### config.mk
export PLATFORM = sky130hd
export DESIGN_NAME = pipe_stage_skid
export DESIGN_NICKNAME = d
export VERILOG_FILES = /design/src/rtl/pipe_pkg.sv /design/src/rtl/pipe_slot.sv /design/src/rtl/pipe_stage_skid.sv
export SDC_FILE = /design/constraint.sdc
export NUM_CORES = 1
export LEC_CHECK = 0
export ABC_CLOCK_PERIOD_IN_PS = 2020
export CORE_ASPECT_RATIO = 0.7
export CORE_MARGIN = 2
export CORE_UTILIZATION = 51
export CTS_CLUSTER_SIZE = 14
export DETAILED_ROUTE_END_ITERATION = 7
export PLACE_DENSITY = 0.86
export SLEW_MARGIN = 5
export SYNTH_ARGS = -nofsm -noshare
export SYNTH_HDL_FRONTEND = slang
export SYNTH_HIERARCHICAL = 1
export SYNTH_SLANG_ARGS = --single-unit
### constraint.sdc
create_clock -name clk_i -period 2.02 [get_ports clk_i]
set_input_delay 0.404 -clock clk_i [delete_from_list [all_inputs] [get_ports clk_i]]
set_output_delay 0.404 -clock clk_i [all_outputs]
set_load 0.01 [all_outputs]
### src/rtl/pipe_pkg.sv
// pipe_pkg: shared definitions for the pipe_stage_skid inter-stage register.
//   - stage_state_e : FSM encoding (2'b11 is illegal and recovers to EMPTY)
//   - *_W_DEF       : default widths for the control, data and stall-counter fields
package pipe_pkg;

    typedef enum logic [1:0] {
        EMPTY = 2'b00,  // main and skid empty
        FULL  = 2'b01,  // main occupied, skid empty
        SKID  = 2'b10   // main and skid occupied
    } stage_state_e;

    localparam int CTRL_W_DEF = 8;
    localparam int DATA_W_DEF = 128;
    localparam int CNT_W_DEF  = 16;

endpackage

### src/rtl/pipe_slot.sv
// pipe_slot: one storage slot of the skid stage (control + data in one register).
// Ports:
//   clk_i  in   clock
//   rst_i  in   async active-low clear
//   ld_i   in   load enable
//   d_i    in   W-bit value to load
//   q_o    out  W-bit stored value
module pipe_slot #(
    parameter int W = 8
) (
    input  logic         clk_i,
    input  logic         rst_i,
    input  logic         ld_i,
    input  logic [W-1:0] d_i,
    output logic [W-1:0] q_o
);

    always_ff @(posedge clk_i or negedge rst_i) begin
        if (!rst_i)    q_o <= '0;
        else if (ld_i) q_o <= d_i;
    end

endmodule

### src/rtl/pipe_stage_skid.sv
// pipe_stage_skid: parametrised valid/ready pipeline register with a 2-entry
// skid buffer so in_ready_o comes straight from a flop. Bubbles (and flushed
// slots) drive ctrl_o to zero so they never write architectural state.
// Optional feature macro: PIPE_STAGE_PERF_EN adds a saturating stall counter.
// Ports:
//   clk_i        in   clock
//   rst_i        in   async active-low reset
//   flush_i      in   synchronous flush, empties the stage, drops the input beat
//   in_valid_i   in   upstream beat valid
//   in_ready_o   out  stage can accept (registered)
//   ctrl_i       in   CTRL_W upstream control vector
//   data_i       in   DATA_W upstream payload
//   out_valid_o  out  downstream beat valid
//   out_ready_i  in   downstream accepts
//   ctrl_o       out  CTRL_W control, zero when not valid
//   data_o       out  DATA_W payload, holds last value when not valid
//   stall_cnt_o  out  CNT_W saturating stall count (PIPE_STAGE_PERF_EN only)
module pipe_stage_skid
    import pipe_pkg::*;
#(
    parameter int CTRL_W = CTRL_W_DEF,
    parameter int DATA_W = DATA_W_DEF
`ifdef PIPE_STAGE_PERF_EN
   ,parameter int CNT_W  = CNT_W_DEF
`endif
) (
    input  logic              clk_i,
    input  logic              rst_i,
    input  logic              flush_i,
    input  logic              in_valid_i,
    output logic              in_ready_o,
    input  logic [CTRL_W-1:0] ctrl_i,
    input  logic [DATA_W-1:0] data_i,
    output logic              out_valid_o,
    input  logic              out_ready_i,
    output logic [CTRL_W-1:0] ctrl_o,
    output logic [DATA_W-1:0] data_o
`ifdef PIPE_STAGE_PERF_EN
   ,output logic [CNT_W-1:0]  stall_cnt_o
`endif
);

    localparam int W = CTRL_W + DATA_W;

    stage_state_e state_q, state_d;
    logic         in_ready_q;
    logic         accept, transfer;
    logic         ld_main, ld_skid, main_from_skid;
    logic [W-1:0] main_q, skid_q, main_d;

    assign accept      = in_valid_i & in_ready_q;
    assign transfer    = out_valid_o & out_ready_i;
    assign out_valid_o = (state_q != EMPTY);
    assign in_ready_o  = in_ready_q;

    always_comb begin
        state_d        = state_q;
        ld_main        = 1'b0;
        ld_skid        = 1'b0;
        main_from_skid = 1'b0;
        case (state_q)
            EMPTY: if (accept) begin
                state_d = FULL;
                ld_main = 1'b1;
            end
            FULL: begin
                if (accept && transfer) begin
                    ld_main = 1'b1;
                end else if (accept) begin
                    state_d = SKID;
                    ld_skid = 1'b1;
                end else if (transfer) begin
                    state_d = EMPTY;
                end
            end
            SKID: if (transfer) begin
                state_d        = FULL;
                ld_main        = 1'b1;
                main_from_skid = 1'b1;
            end
            default: state_d = EMPTY;  // illegal 2'b11
        endcase
        // Flush overrides everything; no slot loads so data_o keeps its value.
        if (flush_i) begin
            state_d        = EMPTY;
            ld_main        = 1'b0;
            ld_skid        = 1'b0;
            main_from_skid = 1'b0;
        end
    end

    always_ff @(posedge clk_i or negedge rst_i) begin
        if (!rst_i) begin
            state_q    <= EMPTY;
            in_ready_q <= 1'b1;
        end else begin
            state_q    <= state_d;
            // Ready is registered from the next state: only SKID blocks input.
            in_ready_q <= (state_d != SKID);
        end
    end

    assign main_d = main_from_skid ? skid_q : {ctrl_i, data_i};

    pipe_slot #(.W(W)) u_main (
        .clk_i (clk_i),
        .rst_i (rst_i),
        .ld_i  (ld_main),
        .d_i   (main_d),
        .q_o   (main_q)
    );

    pipe_slot #(.W(W)) u_skid (
        .clk_i (clk_i),
        .rst_i (rst_i),
        .ld_i  (ld_skid),
        .d_i   ({ctrl_i, data_i}),
        .q_o   (skid_q)
    );

    assign ctrl_o = main_q[W-1:DATA_W] & {CTRL_W{out_valid_o}};
    assign data_o = main_q[DATA_W-1:0];

`ifdef PIPE_STAGE_PERF_EN
    // Counts cycles a valid beat is held by downstream; reset is the only clear.
    always_ff @(posedge clk_i or negedge rst_i) begin
        if (!rst_i)
            stall_cnt_o <= '0;
        else if (out_valid_o && !out_ready_i && (stall_cnt_o != {CNT_W{1'b1}}))
            stall_cnt_o <= stall_cnt_o + 1'b1;
    end
`endif

endmodule

# After elaboration in Yosys (flattened, before gate mapping)
# Cells that the tools add are included.
[word_totals]
register_bits = 275
latch_bits = 0
ramBits = 0
rom_bits = 0
input_bits = 141
output_inout_bits = 138
elab_cells = 31
n_memories = 0
[op_classes]
add_sub_neg = 0
multipliers = 0
n_div = 0
order_cmp = 0
n_eq_ne = 3
shift = 0
n_mux = 18
n_bitwise = 3
n_reduce_logical = 3
[op_table]
columns = ["operator", "count"]
rows = [
  ["136-bit two-way mux", 1],
  ["2-bit two-way mux", 6],
  ["1-bit two-way mux", 9],
  ["8-bit AND", 1],
  ["2-bit one-hot mux with 3 select lines", 1],
  ["1-bit one-hot mux with 3 select lines", 1],
  ["1-bit AND", 2],
  ["2-bit by 1-bit == test with 1-bit output (second input constant)", 1],
  ["2-bit == test (second input constant)", 1],
  ["2-bit logical NOT", 1],
  ["2-bit inequality test (second input constant)", 1],
  ["2-bit nonzero test", 1],
  ["1-bit logical AND", 1],
]

# Logic depth before layout (Yosys ltp)
# Gate-level depths: netlist of the first run.
[logic_depth]
depth_word = 8
ltp_mapped = 7
ltp_nobuf = 4

# Hierarchy
# The synthesis of the first run kept the hierarchy.
[modules_own_cells]
columns = ["mod", "n_inst", "cells_each", "area_per_inst_um2"]
rows = [
  ["pipe_slot", 2, 287, 5197.5],
  ["pipe_stage_skid", 1, 178, 2507.4],
]

# Least setup slack after synthesis of the first run
# No wires, ideal clock.
[synth_path]
path_type = "register to register"
from = "register in_ready_q (netlist: in_ready_o)"
to = "register u_skid.q_o[100]"
setup_time_ps = 125
t_arrival_ps = 1708
required_time_ps = 1895
setup_slack_ps = 187
path_stages_with_launch = 8
path_buffers = 3
period_less_slack_ps = 1833
path_cell_list = "dfstp_2 and3b_1 nand2_1 nor3_1 buf_6 buf_6 buf_6 mux2_4"
[synth_via]
elab_chain_len = 5
elab_cells_between_ends = 6
cone_classes = "mux: 4; bitwise: 1; reduce/logical: 1"
[synth_rtl]
columns = ["item", "line_no", "text"]
rows = [
  ["from (decl)", "pipe_stage_skid.sv:46", "logic in_ready_q;"],
  ["from (signal assigned)", "pipe_stage_skid.sv:99", "in_ready_q <= (state_d != SKID);"],
  ["1-bit AND *", "pipe_stage_skid.sv:51", "assign accept = in_valid_i & in_ready_q;"],
  ["1-bit two-way mux or 1-bit logical AND (tied branches)", "pipe_stage_skid.sv:69, pipe_stage_skid.sv:67", ""],
  ["1-bit two-way mux *", "pipe_stage_skid.sv:67", "if (accept && transfer) begin"],
  ["1-bit two-way mux *", "pipe_stage_skid.sv:61", "case (state_q)"],
  ["1-bit two-way mux *", "pipe_stage_skid.sv:84", "if (flush_i) begin"],
  ["net ld_skid", "pipe_stage_skid.sv:48", "logic ld_main, ld_skid, main_from_skid;"],
  ["to (signal assigned)", "pipe_slot.sv:20", "else if (ld_i) q_o <= d_i;"],
  ["to (decl)", "pipe_slot.sv:15", "output logic [W-1:0] q_o"],
]
# The timed path passes the listed nets; every way through them passes the cells marked *.
# A chain may end at the register's enable or synchronous reset.

# Worst setup path after layout of the first run
[layout_path]
from = "register state_q[0]"
to = "register u_main.q_o[93]"
[layout_via]
elab_chain_len = 6
elab_cells_between_ends = 13
cone_classes = "eq/ne: 2; mux: 7; bitwise: 1; reduce/logical: 3"
[layout_rtl]
columns = ["item", "line_no", "text"]
rows = [
  ["from (decl)", "pipe_stage_skid.sv:45", "stage_state_e state_q, state_d;"],
  ["from (signal assigned)", "pipe_stage_skid.sv:97", "state_q <= state_d;"],
  ["2-bit nonzero test", "pipe_stage_skid.sv:53", "assign out_valid_o = (state_q != EMPTY);"],
  ["1-bit AND", "pipe_stage_skid.sv:52", "assign transfer = out_valid_o & out_ready_i;"],
  ["1-bit two-way mux", "pipe_stage_skid.sv:76", "SKID: if (transfer) begin"],
  ["1-bit two-way mux *", "pipe_stage_skid.sv:61", ""],
  ["1-bit two-way mux *", "pipe_stage_skid.sv:84", ""],
  ["136-bit two-way mux *", "pipe_stage_skid.sv:103", "assign main_d = main_from_skid ? skid_q : {ctrl_i, data_i};"],
  ["net main_d[93]", "pipe_stage_skid.sv:49", "logic [W-1:0] main_q, skid_q, main_d;"],
  ["to (signal assigned)", "pipe_slot.sv:20", ""],
  ["to (decl)", "pipe_slot.sv:15", ""],
]
# Marks and branches as above.

==> out/qor.yml, run 1 <==
outcome:
  run_status: "finished clean"
sta:
  min_period_over_period_pct: 99.84
  rsz0062_at_grt: "true"
  hold-worst-slack_ns: 0.4013
  layout_setup_ws_ns: 0.003186
  tns_ns: 0
  maxSlewHeadroom_pct: 66.66
  timing_worst_slew_pin_value_ns: 0.5002
  finalSetupViolCount: 0
  finalClockSkew_ns: 0.01397
  final_hold_viol_count: 0
  finalCriticalPeriod_ns: 2.017
  final-max-slew-violation-count: 0
  fmax_mhz: 495.8
synth:
  synth_top_family_by_area: "multiplexers"
  post_synth_mux_area_share_pct: 41.69
  synth_compound_gate_area_share_pct: 0.2230
  ys_async_sr_fraction_pct: 100.0
  synth_nets: 893
  yosysUniqueCellTypes: 22
  synthAdderAreaFrac_pct: 0
  flop_and_latch_count_out_of_synthesis: 275
  dominant_synthesized_flop_cell: "sky130_fd_sc_hd__dfrtp_1"
  seq_area_frac_synth_pct: 53.35
  post_synth_inst_count: 752
  post_synth.cell_area_avg_um2: 17.16
  synth_enable_flop_cells: 0
  synth_area_um2: 12900
  synth-warning-count: 6
  synth_area_leader_cell: "sky130_fd_sc_hd__dfrtp_1"
  synth_area_leaders: "sky130_fd_sc_hd__dfrtp_1, sky130_fd_sc_hd__mux2_4, sky130_fd_sc_hd__mux2_2, sky130_fd_sc_hd__buf_12, sky130_fd_sc_hd__buf_6"
  yosys.area_share.xor_xnor_pct: 0.06788
  synth_simple_gate_area_share_pct: 0.8437
  synth_top_area_share_pct: 53.14
worst_setup_path:
  path_class: "reg -> reg"
  r2r_slack_ns: 0.003
  critPathSlowestCell: "sky130_fd_sc_hd__dfrtp_1"
  timing.critical_path.cells: "buf_4, nand3b_1, or2_4, buf_12, mux2_4, mux2_2"
  worst_setup_path_startpoint: "state_q[0]$_DFF_PN0_"
  timing.critical_path.required_ns: 2.43
  timing.rr.end: "u_main/q_o[93]$_DFFE_PN0P_"
  critPathCapture: "u_main/q_o[93]$_DFFE_PN0P_"
  worst_setup_path_end_kind: "register"
  path_max_fanout: 49
  slowest_delay_ns: 0.38
  cp-start-kind: "register"
  ff2ff_path_depth: 6
  critical_path.reg2reg.startpoint: "state_q[0]$_DFF_PN0_"
  crit_arrival_ns: 2.43
cts:
  clock_path_buffers: 3
  numCtsBuffers: 28
  source_to_sink_clock_delay_at_the_later_pin_of_the_worst_skew_pair_ns: 0.53
  path_clk_slew_ns: 0.06
  ctsHtreeMaxLevel: 1
  clock_tree_from_tritoncts: "done"
  clock_sinks: 275
  clock_tree.root_cell: "sky130_fd_sc_hd__clkbuf_16"
route:
  drt_first_pass_iters: 4
  drt-initial-drc-count: 252
  route.detailed.vias_per_inst: 5.224
  drc: 0
  via_count: 7497
  wl_per_cell_um: 21.37
  final_antenna_net_count: 0
  route.final.wire_length_mm: 30.66
layout:
  final_std_cells_w_o_fill: 1435
  mostFrequentLayoutCells: "sky130_fd_sc_hd__dfrtp_1, sky130_fd_sc_hd__clkdlybuf4s50_1, sky130_fd_sc_hd__mux2_4, sky130_fd_sc_hd__mux2_2, sky130_fd_sc_hd__buf_4"
  post_route_cells_drive_above_1_share_pct: 48.29
  final_area_um2: 17520
  finish.net_count: 1230
  area_added_between_synthesis_and_finish_pct: 35.79
  fin_util_pct: 70.81
  antenna_cells: 0
  final_common_cell: "sky130_fd_sc_hd__dfrtp_1"
global_routing:
  grt_usage_pct: 21.59
  grt_max_degree: 57
  wire_length_of_the_first_global_routing_pass_mm: 45.49
  number_of_antenna_violations_at_the_first_check_in_global_routing: 0
  grt_pass1_vias: 8157
  grt_overflow_total: 0
floorplanning:
  chipWidth_um: 194.1
  core_area_um2: 24740
  floorplan.die_area_um2: 26610
  floorplan.io_pins: 279
  fp.dieH_um: 137.1
  start_util_pct: 52.14
  num_rows: 48
placed_design:
  detailed_place.area_um2: 16310
  dp.final_hpwl_mm: 19.82
  gp_congestion: 0.7680
  placed_cells: 1370
  dpl_worst_slack_ns: -0.2972
  io_buffer_count: 278
pwr:
  vdd.ir_drop.worst_v: 0.0007387
  power.total_mw: 17.45
  power_per_cell_area_nw_per_um2: 995.8
  power.static_leakage_nw: 8.055
hold_path:
  hold_crit_path_type: "in -> async"
run:
  max_cap_violations: 0
==> cells in the mapped netlist (3+ instances only) <==
cell type,n
sky130_fd_sc_hd__mux2_4,209
sky130_fd_sc_hd__buf_12,11
sky130_fd_sc_hd__nand2_1,3
sky130_fd_sc_hd__nor2b_1,8
sky130_fd_sc_hd__buf_6,16
sky130_fd_sc_hd__dfrtp_1,274
sky130_fd_sc_hd__mux2_2,199
sky130_fd_sc_hd__buf_2,18
==> report_power, final <==
group	switching [mW]	internal, mW
registers	0.868	6.95
logic	1.39	2.86
clock network	2.21	3.17
==> how the worst min path moves through the flow <==
stage           from                          end  slack, ns  depth (start not counted)
2_1_floorplan  rst_i         state_q[0]$_DFF_PN0_       0.11                          0
3_3_place_gp   rst_i   u_skid/q_o[23]$_DFFE_PN0P_       0.38                          1
3_5_place_dp   rst_i    u_main/q_o[7]$_DFFE_PN0P_       0.38                          1
4_1_cts        rst_i  u_main/q_o[131]$_DFFE_PN0P_       0.40                          2
5_1_grt        rst_i  u_main/q_o[131]$_DFFE_PN0P_       0.44                          2
6_report       rst_i    u_main/q_o[7]$_DFFE_PN0P_       0.40                          2
==> final cells by class <==
| cell class | count | area (um2) |
|---|---|---|
| Clock buffer | 38 | 839.6 |
| Clock inverter | 13 | 136.4 |
| Fill cell | 1583 | 7223 |
| Inverter | 1 | 3.754 |
| Multi-Input combinational cell | 431 | 5548 |
| Sequential cell | 275 | 6883 |
| Tap cell | 325 | 406.6 |
| Timing Repair Buffer | 352 | 3704 |
==> what timing repair did <==
item,4_1_cts,5_1_grt
pin swaps,0,0
buffers inserted,2,5
endpoints found under the setup margin,10,149
cloned,0,6
gates resized for setup,10,8
hold buffers,1,0
hold endpoints to repair,45,0
==> flip-flops by register name, summed over array words and instances (netlist names) <==
signal,count
u_main/q_o,136
u_skid/q_o,136
state_q,2
in_ready_o,1
==> per-layer routing <==
metal / part of all wire (%) / vias to the layer above / global-route usage, %
met5: 0 / - / 0
met4: 2.0 / 0 / 4.714
met3: 5.6 / 47 / 5.298
met2: 48 / 204 / 35.71
met1: 44 / 3862 / 29.10
li1: - / 3384 / -
==> critical path: cells and delay by family, from the launching register on <==
kind | cells | cell delay (ns)
flops | 1 | 0.38
mux | 2 | 0.63
buf+inv | 2 | 0.39
simple gates | 2 | 0.46
==> cell families after synthesis <==
family                    Yosys count
AOI/OAI and AO/OA                   4
xor gates and xnor gates            1
buffers and inverters              46
DFF                               275
muxes                             408
and+or+nand+nor                    18
No activity file was read; power rests on OpenSTA's default activity.
==> run 2: changes to the inputs <==
--- a/config.mk
+++ b/config.mk
@@ -6,12 +6,14 @@
 export NUM_CORES = 1
 export LEC_CHECK = 0
 export ABC_CLOCK_PERIOD_IN_PS = 2020
+export CELL_PAD_IN_SITES_DETAIL_PLACEMENT = 1
+export CELL_PAD_IN_SITES_GLOBAL_PLACEMENT = 2
 export CORE_ASPECT_RATIO = 0.7
-export CORE_MARGIN = 2
-export CORE_UTILIZATION = 51
+export CORE_MARGIN = 4
+export CORE_UTILIZATION = 37
 export CTS_CLUSTER_SIZE = 14
 export DETAILED_ROUTE_END_ITERATION = 7
-export PLACE_DENSITY = 0.86
+export PLACE_DENSITY = 0.87
 export SLEW_MARGIN = 5
 export SYNTH_ARGS = -nofsm -noshare
 export SYNTH_HDL_FRONTEND = slang
==> run 2 against run 1 <==
Critical path depth is the same. Sequential power about the same. First-iteration DRC count is 12% higher. Final area increased by 0.19%. Clock power is 2% lower. Worst hold slack lost 0.0093 ns. Final cell count grew 9.5%. Core utilization shrank 19 points.
==> out/qor.yml, run 2 (synthesis results as in run 1) <==
floorplanning:
  chipWidth_um: 231.2  # was 194.1 um
  core_area_um2: 33910  # was 24740 um2
  num_rows: 56  # was 48
  start_util_pct: 38.05  # was 52.14%
  floorplan.die_area_um2: 37970  # was 26610 um2
  floorplan.io_pins: 279  # unchanged
  fp.dieH_um: 164.2  # was 137.1 um
global_routing:
  wire_length_of_the_first_global_routing_pass_mm: 51.36  # was 45.49 mm
  number_of_antenna_violations_at_the_first_check_in_global_routing: 0  # unchanged
  grt_usage_pct: 17.02  # was 21.59%
  grt_pass1_vias: 8614  # was 8157
  grt_overflow_total: 0  # unchanged
  grt_max_degree: 52  # was 57
layout:
  final_common_cell: "sky130_fd_sc_hd__dfrtp_1"  # unchanged
  finish.net_count: 1226  # was 1230
  antenna_cells: 0  # unchanged
  final_std_cells_w_o_fill: 1571  # was 1435
  mostFrequentLayoutCells: "sky130_fd_sc_hd__dfrtp_1, sky130_fd_sc_hd__clkdlybuf4s50_1, sky130_fd_sc_hd__mux2_4, sky130_fd_sc_hd__mux2_2, sky130_fd_sc_hd__buf_4"  # unchanged
  largestRegisters: "u_main/q_o x136, u_skid/q_o x136, state_q x2"  # unchanged
  area_added_between_synthesis_and_finish_pct: 36.05  # was 35.79%
  post_route_cells_drive_above_1_share_pct: 48.51  # was 48.29%
  fin_util_pct: 51.76  # was 70.81%
route:
  route.final.wire_length_mm: 32.67  # was 30.66 mm
  via_count: 7428  # was 7497
  wl_per_cell_um: 20.79  # was 21.37 um
  route.detailed.vias_per_inst: 4.728  # was 5.224
  drt_first_pass_iters: 4  # unchanged
  final_antenna_net_count: 0  # unchanged
  drc: 0  # unchanged
  drt-initial-drc-count: 283  # was 252
placed_design:
  gp_congestion: 0.7297  # was 0.7680
  placed_cells: 1512  # was 1370
  dpl_worst_slack_ns: -0.3404  # was -0.2972 ns
  io_buffer_count: 278  # unchanged
  dp.final_hpwl_mm: 22.84  # was 19.82 mm
pwr:
  power.static_leakage_nw: 7.966  # was 8.055 nW
  vdd.ir_drop.worst_v: 0.0005785  # was 0.0007387 V
  power_per_cell_area_nw_per_um2: 988.2  # was 995.8 nW/um2
worst_setup_path:
  cp_num_cells: 6  # unchanged
  worst_setup_path_startpoint: "state_q[0]$_DFF_PN0_"  # unchanged
  timing.critical_path.buf_inv: 2  # unchanged
  path_max_fanout: 41  # was 49
  critical_path.reg2reg.startpoint: "state_q[0]$_DFF_PN0_"  # unchanged
  timing.rr.end: "u_main/q_o[97]$_DFFE_PN0P_"  # was u_main/q_o[93]$_DFFE_PN0P_
  timing.critical_path.required_ns: 2.44  # was 2.43 ns
  crit_top_cell: "sky130_fd_sc_hd__mux2_4"
  r2r_slack_ns: 0.03  # was 0.003 ns
  crit_arrival_ns: 2.42  # was 2.43 ns
  worst_setup_path_end_kind: "register"  # unchanged
  critPathCapture: "u_main/q_o[97]$_DFFE_PN0P_"  # was u_main/q_o[93]$_DFFE_PN0P_
  timing.critical_path.cells: "buf_4, nand3b_1, or2_4, buf_12, mux2_4, mux2_4"  # was buf_4, nand3b_1, or2_4, buf_12, mux2_4, mux2_2
  top_delay_family_on_crit_path: "multiplexers"  # unchanged
  cp-start-kind: "register"  # unchanged
  critPathSlowestCell: "sky130_fd_sc_hd__dfrtp_1"  # unchanged
  slowest_delay_ns: 0.38  # about the same
  path_class: "reg -> reg"  # unchanged
  ff2ff_path_depth: 6  # unchanged
cts:
  clock_tree.root_cell: "sky130_fd_sc_hd__clkbuf_16"  # unchanged
  clock_tree_from_tritoncts: "done"  # unchanged
  numCtsBuffers: 28  # unchanged
  ctsHtreeMaxLevel: 1  # unchanged
  source_to_sink_clock_delay_at_the_later_pin_of_the_worst_skew_pair_ns: 0.55  # was 0.53 ns
  clock_sinks: 275  # unchanged
  path_clk_slew_ns: 0.06  # about the same
  clock_path_buffers: 3  # unchanged
sta:
  layout_setup_ws_ns: 0.02634  # was 0.003186 ns
  finalSetupViolCount: 0  # unchanged
  rsz0062_at_grt: "true"  # unchanged
  finalCriticalPeriod_ns: 1.994  # was 2.017 ns
  final-max-slew-violation-count: 0  # unchanged
  fmax_mhz: 501.6  # was 495.8 MHz
  final_hold_viol_count: 0  # unchanged
  min_period_over_period_pct: 98.70  # was 99.84%
  hold-worst-slack_ns: 0.3920  # was 0.4013 ns
  timing_worst_slew_pin_value_ns: 0.5026  # was 0.5002 ns
  maxSlewHeadroom_pct: 66.50  # was 66.66%
  finalClockSkew_ns: 0.02123  # was 0.01397 ns
outcome:
  run_status: "finished clean"  # unchanged
hold_path:
  hold_crit_path_type: "in -> async"  # unchanged
run:
  max_cap_violations: 0  # unchanged
==> run 2: routing by layer <==
layer | vias to the layer above | GRT usage, % | routed length, um
li1 | 3373 | - | -
met1 | 3867 | 22.84 | 14640
met2 | 153 | 28.95 | 15970
met3 | 35 | 3.814 | 1540
met4 | 0 | 2.868 | 513
met5 | - | 0 | 0
==> run 2: power breakdown <==
part	switching (mW)	internal [mW]	total [mW]	leakage, nW
clock	2.24	3.04	5.27	0.451
sequential	0.853	6.95	7.80	3.31
combinational	1.40	2.87	4.27	4.20
==> run 2: timing repair <==
action                     4_1_cts  5_1_grt
setup endpoints to repair       10       96
hold endpoints to repair        38        0
setup buffers                    3        3
gates resized for setup         32        4
pin swaps                        0        1
hold buffers                     1        0
==> run 2: final cells by class <==
type                    instances  area (um2)
clock buffers                  40       807.0
flip-flops and latches        275        6883
fillers                      3299       16360
multi-input cells             431        5558
repair buffers                348        3600
inverters                       1       3.754
clock inverters                12       121.4
well taps                     464       580.6
==> run 2: how the worst min path moves through the flow <==
stage                from                    endpoint  slack (ns)
floorplan           rst_i        state_q[0]$_DFF_PN0_        0.11
global placement    rst_i  u_main/q_o[32]$_DFFE_PN0P_        0.39
detailed placement  rst_i  u_main/q_o[32]$_DFFE_PN0P_        0.39
CTS                 rst_i  u_main/q_o[50]$_DFFE_PN0P_        0.38
global route        rst_i        state_q[1]$_DFF_PN0_        0.43
finish              rst_i  u_main/q_o[32]$_DFFE_PN0P_        0.39
==> run 2: per-stage QoR <==
step / TNS (ns) / power, mW / cell area (um2)
after floorplan: 0 / 9.854 / 12900
after global placement: -74.93 / 11.94 / 16580
after detailed placement: -78.26 / 12.18 / 16580
after CTS: -0.09916 / 17.62 / 17530
after global routing: -0.7725 / 18.24 / 17550
final: 0 / 17.35 / 17550
==> run 3: changes to the inputs <==
--- a/config.mk
+++ b/config.mk
@@ -19,3 +19,4 @@
 export SYNTH_HDL_FRONTEND = slang
 export SYNTH_HIERARCHICAL = 1
 export SYNTH_SLANG_ARGS = --single-unit
+export TNS_END_PERCENT = 30
==> run 3 against run 2 <==
First-iteration DRC count increased by 6.0%. Highest routed layer unchanged. Worst hold slack improved by 0.0017 ns. Sequential power about the same.
==> out/qor.yml, run 3 (synthesis results as in run 1) <==
sta:
  rsz0062_at_grt: "true"  # unchanged
  layout_setup_ws_ns: 0.02748  # was 0.02634 ns
  min_period_over_period_pct: 98.64  # was 98.70%
  timing_worst_slew_pin_value_ns: 0.5044  # was 0.5026 ns
  finalSetupViolCount: 0  # unchanged
  final_hold_viol_count: 0  # unchanged
  fmax_mhz: 501.9  # was 501.6 MHz
  finalCriticalPeriod_ns: 1.993  # was 1.994 ns
  finalClockSkew_ns: 0.02113  # was 0.02123 ns
  final-max-slew-violation-count: 0  # unchanged
  maxSlewHeadroom_pct: 66.37  # was 66.50%
pwr:
  vdd.ir_drop.worst_v: 0.0005751  # was 0.0005785 V
  power.static_leakage_nw: 7.960  # was 7.966 nW
  power_per_cell_area_nw_per_um2: 988.1  # was 988.2 nW/um2
  power.total_mw: 17.33  # was 17.35 mW
cts:
  source_to_sink_clock_delay_at_the_later_pin_of_the_worst_skew_pair_ns: 0.55  # about the same
  path_clk_slew_ns: 0.06  # about the same
  clock_sinks: 275  # unchanged
  clock_path_buffers: 3  # unchanged
  ctsHtreeMaxLevel: 1  # unchanged
  clock_tree_from_tritoncts: "done"  # unchanged
  clock_tree.root_cell: "sky130_fd_sc_hd__clkbuf_16"  # unchanged
  numCtsBuffers: 28  # unchanged
worst_setup_path:
  crit_top_cell: "sky130_fd_sc_hd__mux2_4"  # unchanged
  timing.critical_path.buf_inv: 2  # unchanged
  cp-start-kind: "register"  # unchanged
  crit_arrival_ns: 2.42  # about the same
  top_delay_family_on_crit_path: "multiplexers"  # unchanged
  critPathSlowestCell: "sky130_fd_sc_hd__dfrtp_1"  # unchanged
  path_class: "reg -> reg"  # unchanged
  path_max_fanout: 41  # unchanged
  slowest_delay_ns: 0.38  # about the same
  critical_path.reg2reg.startpoint: "state_q[0]$_DFF_PN0_"  # unchanged
  worst_setup_path_end_kind: "register"  # unchanged
  timing.critical_path.cells: "buf_4, nand3b_1, or2_4, buf_12, mux2_4, mux2_4"  # unchanged
  worst_setup_path_startpoint: "state_q[0]$_DFF_PN0_"  # unchanged
  timing.critical_path.required_ns: 2.44  # about the same
global_routing:
  wire_length_of_the_first_global_routing_pass_mm: 51.36  # unchanged
  grt_usage_pct: 17.02  # unchanged
  grt_max_degree: 52  # unchanged
  number_of_antenna_violations_at_the_first_check_in_global_routing: 0  # unchanged
  grt_overflow_total: 0  # unchanged
  grt_pass1_vias: 8610  # was 8614
placed_design:
  gp_congestion: 0.7297  # unchanged
  dpl_worst_slack_ns: -0.3404  # unchanged
  dp.final_hpwl_mm: 22.84  # unchanged
  io_buffer_count: 278  # unchanged
floorplanning:
  floorplan.die_area_um2: 37970  # unchanged
  num_rows: 56  # unchanged
  core_area_um2: 33910  # unchanged
  fp.dieH_um: 164.2  # unchanged
  start_util_pct: 38.05  # unchanged
  chipWidth_um: 231.2  # unchanged
  floorplan.io_pins: 279  # unchanged
layout:
  mostFrequentLayoutCells: "sky130_fd_sc_hd__dfrtp_1, sky130_fd_sc_hd__clkdlybuf4s50_1, sky130_fd_sc_hd__mux2_4, sky130_fd_sc_hd__mux2_2, sky130_fd_sc_hd__buf_4"  # unchanged
  antenna_cells: 0  # unchanged
  area_added_between_synthesis_and_finish_pct: 35.97  # was 36.05%
  finish.net_count: 1225  # was 1226
  largestRegisters: "u_main/q_o x136, u_skid/q_o x136, state_q x2"  # unchanged
  post_route_cells_drive_above_1_share_pct: 48.37  # was 48.51%
  final_common_cell: "sky130_fd_sc_hd__dfrtp_1"  # unchanged
  fin_util_pct: 51.73  # was 51.76%
route:
  drt_first_pass_iters: 4  # unchanged
  route.detailed.vias_per_inst: 4.732  # was 4.728
  drt-initial-drc-count: 300  # was 283
  final_antenna_net_count: 0  # unchanged
  drc: 0  # unchanged
  route.final.wire_length_mm: 32.58  # was 32.67 mm
  via_count: 7429  # was 7428
  wl_per_cell_um: 20.75  # was 20.79 um
hold_path:
  hold_crit_path_type: "in -> async"  # unchanged
run:
  max_cap_violations: 0  # unchanged
outcome:
  run_status: "finished clean"  # unchanged
-- run 3: per-layer routing --
metal	track usage (%)	vias up	wire length (um)
met5	0	-	0
met4	2.868	0	513
met3	3.814	36	1542
met2	28.95	152	15940
met1	22.84	3872	14580
li1	-	3369	-
-- run 3: final cells by class --
cell class	count	area [um2]
fill	3305	16370
clock buffer	40	807.0
multi-input combinational	431	5555
clock inverter	12	121.4
inverter	1	3.754
timing repair buffer	347	3592
tap	464	580.6
sequential	275	6883
-- run 3: report_power, final --
| part | internal [mW] | switching [mW] | leakage, nW |
|---|---|---|---|
| Sequential | 6.95 | 0.852 | 3.31 |
| Combinational | 2.87 | 1.40 | 4.20 |
| Clock | 3.04 | 2.23 | 0.451 |
| Total | 12.9 | 4.48 | 7.96 |
-- run 3: through the flow --
| stage | hold slack (ns) | cells | TNS (ns) | area (um2) |
|---|---|---|---|---|
| global route | 0.4315 | 1570 | -0.7754 | 17540 |
| CTS | 0.3768 | 1568 | -0.1257 | 17540 |
| global placement | 0.3883 | 1512 | -74.93 | 16580 |
| floorplan | 0.1084 | 752 | 0 | 12900 |
| finish | 0.3937 | 1570 | 0 | 17540 |
| detailed placement | 0.3929 | 1512 | -78.26 | 16580 |
-- run 3: path summary, 6_finish.rpt --
path                                              end  slack [ns]  depth (start not counted)
max in group asynchronous  u_skid/q_o[43]$_DFFE_PN0P_        0.92                          4
setup reg to reg           u_main/q_o[97]$_DFFE_PN0P_        0.03                          6
hold / removal             u_main/q_o[32]$_DFFE_PN0P_        0.39                          2
setup / recovery           u_main/q_o[97]$_DFFE_PN0P_        0.03                          6
hold reg to reg             u_skid/q_o[1]$_DFFE_PN0P_        0.51                          1
min in group clk_i          u_skid/q_o[6]$_DFFE_PN0P_        0.49                          2
-- run 3: repair_timing --
| item | 4_1_cts | 5_1_grt |
|---|---|---|
| gates resized for setup | 30 | 5 |
| buffers inserted | 3 | 2 |
| hold buffers | 1 | 0 |
| endpoints found under the hold margin | 38 | 0 |
| pin swaps | 0 | 2 |
| endpoints found under the setup margin | 10 | 97 |
